## config.mk

```make
export PLATFORM = sky130hd
export DESIGN_NAME = fwd_hazard_ctrl
export DESIGN_NICKNAME = d
export VERILOG_FILES = /design/src/rtl/fwd_hazard_ctrl.sv
export SDC_FILE = /design/constraint.sdc
export NUM_CORES = 1
export LEC_CHECK = 0
export ABC_CLOCK_PERIOD_IN_PS = 5350
export CAP_MARGIN = 20
export CELL_PAD_IN_SITES_DETAIL_PLACEMENT = 1
export CELL_PAD_IN_SITES_GLOBAL_PLACEMENT = 2
export CORE_MARGIN = 1.5
export CORE_UTILIZATION = 43
export DETAILED_ROUTE_END_ITERATION = 10
export DONT_BUFFER_PORTS = 1
export PLACE_DENSITY_LB_ADDON = 0.1
export SETUP_SLACK_MARGIN = 0.05
export SKIP_CTS_REPAIR_TIMING = 1
export SYNTH_ARGS = -nofsm -noshare
export SYNTH_HDL_FRONTEND = slang
export SYNTH_SLANG_ARGS = --single-unit
```

## constraint.sdc

```tcl
create_clock -name clk -period 5.35 [get_ports clk]
set_input_delay 1.3375 -clock clk [delete_from_list [all_inputs] [get_ports clk]]
set_output_delay 1.3375 -clock clk [all_outputs]
set_load 0.05 [all_outputs]
```

## src/rtl/fwd_hazard_ctrl.sv

```systemverilog
// Forwarding / hazard sequencer for the ARM 5-stage core.
// Shadows the EXE, MEM and WB destination state to drive operand selects, the ID stall and perf counters.
module fwd_hazard_ctrl #(
  parameter int CNT_W = 16
) (
  input  logic             clk,
  input  logic             rst,
  input  logic             forward_en,
  input  logic             freeze,
  input  logic             flush,
  input  logic             id_valid,
  input  logic [3:0]       id_src1,
  input  logic [3:0]       id_src2,
  input  logic             id_two_src,
  input  logic             id_wb_en,
  input  logic             id_mem_r_en,
  input  logic [3:0]       id_dest,
  output logic             hazard_stall,
  output logic [1:0]       src1_sel,
  output logic [1:0]       src2_sel,
  output logic [CNT_W-1:0] stall_cnt,
  output logic [CNT_W-1:0] fwd_cnt
);

  // Shadow slots: _p0 = EXE, _p1 = MEM, _p2 = WB.
  // Source operands only matter in EXE, so later slots keep just the writer info.
  logic       vld_p0, vld_p1, vld_p2;
  logic       wb_p0, wb_p1, wb_p2;
  logic       mr_p0;
  logic       two_p0;
  logic [3:0] dest_p0, dest_p1, dest_p2;
  logic [3:0] src1_p0, src2_p0;

  logic raw_fwd, raw_nofwd, raw;

  function automatic logic [CNT_W-1:0] sat_inc(input logic [CNT_W-1:0] v);
    return (&v) ? v : v + 1'b1;
  endfunction

  function automatic logic writer_hit(input logic vld, input logic wb,
                                      input logic [3:0] dest, input logic [3:0] src);
    return vld & wb & (dest == src);
  endfunction

  function automatic logic [1:0] fwd_select(input logic en, input logic [3:0] src);
    logic [1:0] sel;
    sel = 2'b00;
    if (en) begin
      if (writer_hit(vld_p1, wb_p1, dest_p1, src))
        sel = 2'b01;
      else if (writer_hit(vld_p2, wb_p2, dest_p2, src))
        sel = 2'b10;
    end
    return sel;
  endfunction

  // EXE operand selects: decoded from registered slots only
  always_comb begin
    src1_sel = fwd_select(forward_en & vld_p0, src1_p0);
    src2_sel = fwd_select(forward_en & vld_p0 & two_p0, src2_p0);
  end

  // ID hazard detection; WB is never a hazard since the regfile writes before it is read
  always_comb begin
    raw_fwd   = mr_p0 &
                (writer_hit(vld_p0, wb_p0, dest_p0, id_src1) |
                 (id_two_src & writer_hit(vld_p0, wb_p0, dest_p0, id_src2)));
    raw_nofwd = writer_hit(vld_p0, wb_p0, dest_p0, id_src1) |
                writer_hit(vld_p1, wb_p1, dest_p1, id_src1) |
                (id_two_src & (writer_hit(vld_p0, wb_p0, dest_p0, id_src2) |
                               writer_hit(vld_p1, wb_p1, dest_p1, id_src2)));
    raw          = id_valid & (forward_en ? raw_fwd : raw_nofwd);
    hazard_stall = raw & ~flush;
  end

  // Control: slot valids and counters
  always_ff @(posedge clk) begin
    if (rst) begin
      vld_p0    <= 1'b0;
      vld_p1    <= 1'b0;
      vld_p2    <= 1'b0;
      stall_cnt <= '0;
      fwd_cnt   <= '0;
    end else if (!freeze) begin
      vld_p0 <= id_valid & ~flush & ~hazard_stall;
      vld_p1 <= vld_p0;
      vld_p2 <= vld_p1;
      if (hazard_stall)
        stall_cnt <= sat_inc(stall_cnt);
      if ((|src1_sel) | (|src2_sel))
        fwd_cnt <= sat_inc(fwd_cnt);
    end
  end

  // Data: slot payloads, qualified by the valids above
  always_ff @(posedge clk) begin
    if (!freeze) begin
      wb_p0   <= id_wb_en;
      mr_p0   <= id_mem_r_en;
      two_p0  <= id_two_src;
      dest_p0 <= id_dest;
      src1_p0 <= id_src1;
      src2_p0 <= id_src2;
      wb_p1   <= wb_p0;
      dest_p1 <= dest_p0;
      wb_p2   <= wb_p1;
      dest_p2 <= dest_p1;
    end
  end

endmodule

```

==> qor.txt, run 1 <==
Clk pwr share: 42.5%
DR vias: 2126
Seq/Total Area, Yosys: 48.9%
die area: 7420 um^2
share of the synthesized area in the top cell type: 25.3%
initial antenna violation count: 0
post-synthesis instance area: 2970 um^2
Net Sw Frac: 23.8%
Hold WC Path Type: reg -> reg
Final Cell Area: 3230 um^2
maximum clock frequency: 244 MHz
H-tree depth: 3
Relative slew margins: 35.6%
area leader, netlist: edfxtp_1
RSZ-0062 raised after global routing: no
CTS Buffer Depth: 2
Final Hold Viols: 0
WL/cell: 17.6 um
Initial Util: 44.2%
Max Slew Vio Count: 0
Num CTS Buffers: 9
post-synthesis register bit count: 60
drt initial violations: 74
critical path peak fanout: 17
gr ovfl total: 0
PnR Total Power: 0.000960 W
Primary FF master, synth: dfxtp_1
Slew @ Worst Pin: 0.963 ns
IO Port Bufs: 0
top-count cell post-synth: nor2_1
Net Sw Power: 0.000229 W
Root Buffer: clkbuf_8
critical path endpoint category: primary output
Final min period: 4.10 ns
ys async rst share: 0%
routability cong.: 0.794
final worst-path cycle share: 76.7%
boundary pin count: 58
share of cells above drive strength 1: 10.9%
CTS tree: yes
Worst Setup Slack, final: 1.25 ns
cell leakage power: 1.09 nW
Distinct cells, synth: 42
logic gate share of total power: 4.4%
# setup viols final: 0
VDD IR-drop max: 0.170 mV
area post-placement: 3030 um^2
first-pass GRT wire length: 10600 um
Sequential Power Share: 53.0%
WS Path Type: in -> out
critical path arrival: 2.76 ns
pre-CTS WS: 1.22 ns
gr usage total: 18.7%
most area-consuming cells after synthesis: edfxtp_1, dfxtp_1, xnor2_1
Antenna Nets Post-Route: 0
TritonCTS Sinks: 60
core box area: 6720 um^2
# diodes: 0
Core Util, Final: 48.1%
largest net degree at the start of global routing: 43
Syn. warnings: 0
Critical Path RT: 4.01 ns
syn_nets: 309
count of nets after finishing: 312
Max-Cap Viols: 0
Avg Cell Area, Syn: 10.4 um^2
Post-synth EDFFs: 25
P_int: 0.000731 W
drt drc: 0
drt first pass iters: 4
vias in the first global route: 2108
detailed placement HPWL: 4690 um
Total Neg Setup Slack: 0 ns
area grow syn2layout: 8.85%
CTS clock-pin slew for the worst setup and hold paths: 0.07 ns
Clock Latency Late Sink: 0.34 ns
status: completed
Post-synth top cells: nor2_1, dfxtp_1, xnor2_1
Post-Synthesis Cells: 286
routed wire length: 6570 um
Rows: 30
chip width: 86.1 um
pwr dens: 297 nW/um^2
Chip Height: 86.1 um
Vias/cell: 5.68
Critical Path Start Type: input port
skew final: 0.00761 ns
## through the flow
stage | cells | hold WS (ns)
2_1_floorplan | 286 | 0.427
3_3_place_gp | 358 | 0.432
3_5_place_dp | 358 | 0.459
4_1_cts | 374 | 0.474
5_1_grt | 374 | 0.497
6_report | 374 | 0.472
## worst max-delay path, stage by stage
cell and delay [ns]:
xor2_1 0.14, nor4_1 0.33, a31oi_1 0.11, o32a_1 0.30, buf_4 0.22, nor2_1 0.12
buf_4 0.20
## cell type report
cell class / count / area (um^2)
clock buffers: 9 / 124
clock inverters: 7 / 76.3
fillers: 733 / 3490
inverters: 4 / 15.0
multi-input cells: 211 / 1440
flip-flops and latches: 60 / 1450
well taps: 80 / 100
repair buffers: 3 / 22.5
## cell families after synthesis
| group | Yosys count | synth area share (%) |
|---|---|---|
| fa+ha+maj | 2 | 0.842 |
| compound gates | 32 | 7.46 |
| simple gates | 118 | 22.4 |
| buf+inv | 15 | 2.70 |
| flops | 60 | 48.9 |
| mux | 6 | 2.15 |
| xor+xnor | 53 | 15.6 |
## layer usage
metal,vias to the layer above,GRT usage (%),share of wire [%]
met5,-,0,0
met4,0,6.89,0.55
met3,4,6.54,5.7
met2,59,29.3,46
met1,1023,23.8,48
li1,1040,-,-
## final timing paths
check,startpoint,cells past startpoint,slack (ns),to
min,wb_p0$_DFFE_PN_,0,0.47,wb_p1$_DFFE_PN_
max reg2reg,src2_p0[3]$_DFFE_PN_,7,2.46,fwd_cnt[3]$_SDFFE_PP0P_
min reg2reg,wb_p0$_DFFE_PN_,0,0.47,wb_p1$_DFFE_PN_
max,id_src1[1],7,1.25,hazard_stall
## power by group through the flow
stage | logic, W | registers [W] | clock network, W
6_report | 0.0000423 | 0.000509 | 0.000408
2_1_floorplan | 0.0000381 | 0.000515 | 0
4_1_cts | 0.0000435 | 0.000509 | 0.000424
5_1_grt | 0.0000473 | 0.000511 | 0.000445
3_3_place_gp | 0.0000416 | 0.000519 | 0
3_5_place_dp | 0.0000433 | 0.000519 | 0
## layout by cell type, fill, tap and decap left out, drive strengths merged, types with 2 or more instances in the layout
| cell type | instances |
|---|---|
| inv | 5 |
| o21ai | 2 |
| edfxtp | 25 |
| nand4 | 15 |
| o211ai | 2 |
| a21oi | 13 |
| dfxtp | 35 |
| buf | 3 |
| nand3 | 14 |
| xor2 | 24 |
| clkbuf | 9 |
| a31o | 5 |
| and3 | 5 |
| nand2b | 5 |
| and2 | 3 |
| xnor2 | 29 |
| ha | 2 |
| mux2i | 3 |
| nand2 | 7 |
| mux2 | 3 |
| clkinv | 4 |
| nor4 | 5 |
| nor2b | 7 |
| and4 | 6 |
| nor2 | 37 |
| a211oi | 3 |
| a31oi | 3 |
| nor3 | 12 |
## state kept, by name (all words and copies together), names as in the netlist
signal,count
vld_p0,1
two_p0,1
wb_p2,1
stall_cnt,16
mr_p0,1
dest_p0,4
dest_p1,4
dest_p2,4
wb_p1,1
fwd_cnt,16
vld_p2,1
wb_p0,1
src1_p0,4
vld_p1,1
src2_p0,4
(Power assumes the default switching activity.)
==> run 2: changes to the inputs <==
- ABC_CLOCK_PERIOD_IN_PS: 5350 -> 3700
- CORE_UTILIZATION: 43 -> 36
- clock period: 5.35 -> 3.7 ns (I/O delays scaled with it)
==> run 2 against run 1 <==
  * Clock power up 48%
  * First-iteration DRC count down 31%
  * Routed wire length rose by 3.4%
  * Global-route usage shrank 1.8 points
  * Via count is 0.38% higher
==> qor.txt, run 2 (synthesis gave the netlist of run 1 again) <==
status: completed
Critical Path, Cell by Cell: xor2_1 > nor4_1 > a31oi_1 > o32a_1 > nor2_1 > buf_4
final worst-path cycle share: 83.7%
DR vias: 2134
CTS tree: yes
number of standard cells in the layout, taps in and fillers out: 406
WS Path Type: reg -> out
pwr dens: 419 nW/um^2
commonest non-fill, non-tap cell in the layout: nor2_1
Final Hold Viols: 0
die area: 8810 um^2
boundary pin count: 58
H-tree depth: 3
core box area: 7850 um^2
Max-Cap Viols: 0
gr usage total: 16.9%
Rows: 32
VDD IR-drop max: 0.252 mV
Antenna Nets Post-Route: 0
Initial Util: 37.9%
Buf/Inv on CP: 1
Slowest-stage cell, CP: edfxtp_1
Worst Setup Slack, final: 0.603 ns
area occupied by multi-input gates: 1440 um^2
crit-path max cell delay: 0.51 ns
pre-CTS WS: 0.596 ns
RSZ-0062 raised after global routing: no
chip width: 93.8 um
CTS Buffer Depth: 2
FF+latch area: 1450 um^2
routability cong.: 0.711
Critical Path RT: 2.77 ns
detailed placement HPWL: 4990 um
Largest regs: fwd_cnt: 16 flops, stall_cnt: 16 flops
Placed Instances: 390
WL/cell: 16.7 um
Total Neg Setup Slack: 0 ns
Num CTS Buffers: 9
gr ovfl total: 0
critical path endpoint category: primary output
drt first pass iters: 4
TritonCTS Sinks: 60
Relative slew margins: 43.5%
drt initial violations: 51
skew final: 0.00671 ns
first-pass GRT wire length: 11100 um
initial antenna violation count: 0
# diodes: 0
Critical Path Start Type: flip-flop
Vias/cell: 5.26
maximum clock frequency: 323 MHz
Root Buffer: clkbuf_8
Top delay family on crit path: flip-flops
routed wire length: 6790 um
share of cells above drive strength 1: 14.1%
drt drc: 0
Chip Height: 93.8 um
vias in the first global route: 2252
Hold WS: 0.465 ns
area grow syn2layout: 12.3%
CTS clock-pin slew for the worst setup and hold paths: 0.08 ns
count of nets after finishing: 322
Final min period: 3.10 ns
most frequent cells in the layout: nor2_1, dfxtp_1, xnor2_1
# setup viols final: 0
Hold WC Path Type: reg -> reg
largest net degree at the start of global routing: 43
Clock Latency Late Sink: 0.34 ns
Core Util, Final: 42.5%
Max Slew Vio Count: 0
critical path arrival: 2.17 ns
critical path peak fanout: 5
# fillers: 900
cell leakage power: 1.14 nW
IO Port Bufs: 0
Slew @ Worst Pin: 0.843 ns
[run 2: cell types whose count changed in the layout (fill, tap and decap cells not counted), sizes merged]
cell,change
buf,+10
clkinv,-3
clkinvlp,+2
inv,+1
[run 2: area by class of cell]
cell class                 count  area share (%)
clock buffer                   9            3.71
clock inverter                 7            2.25
multi-input combinational    211            43.3
sequential                    60            43.5
inverter                       4           0.450
timing repair buffer          13            2.93
tap                          102            3.83
[run 2: per-layer routing]
metal	up-vias	track usage (%)	routed length, um
met5	-	0	0
met4	0	8.21	138
met3	9	5.58	382
met2	48	26.8	3190
met1	1033	20.4	3080
li1	1044	-	-
[run 2: worst paths after layout]
kind | from | end | slack (ns) | depth (start not counted)
max | dest_p1[1]$_DFFE_PN_ | hazard_stall | 0.60 | 6
min | wb_p0$_DFFE_PN_ | wb_p1$_DFFE_PN_ | 0.46 | 0
max reg2reg | fwd_cnt[1]$_SDFFE_PP0P_ | fwd_cnt[13]$_SDFFE_PP0P_ | 0.96 | 8
min reg2reg | wb_p0$_DFFE_PN_ | wb_p1$_DFFE_PN_ | 0.46 | 0
[run 2: report_power, final]
part	switching, W	internal [W]
clock	0.000288	0.000314
combinational	0.0000306	0.0000297
sequential	0.0000214	0.000714
[run 2: stage by stage]
step           total power, W  cell area [um^2]
2_1_floorplan        0.000800              2970
3_3_place_gp         0.000812              3140
3_5_place_dp         0.000813              3140
4_1_cts               0.00142              3330
5_1_grt               0.00146              3330
6_report              0.00140              3330
[run 2: worst register-to-register path, delay by kind of cell (launching register included)]
kind	cells	cell delay, ns
flip-flops	1	0.51
adder cells (fa/ha/maj)	1	0.32
AND/OR/NAND/NOR	5	1.01
AO/OA/AOI/OAI	1	0.47
multiplexers	1	0.33
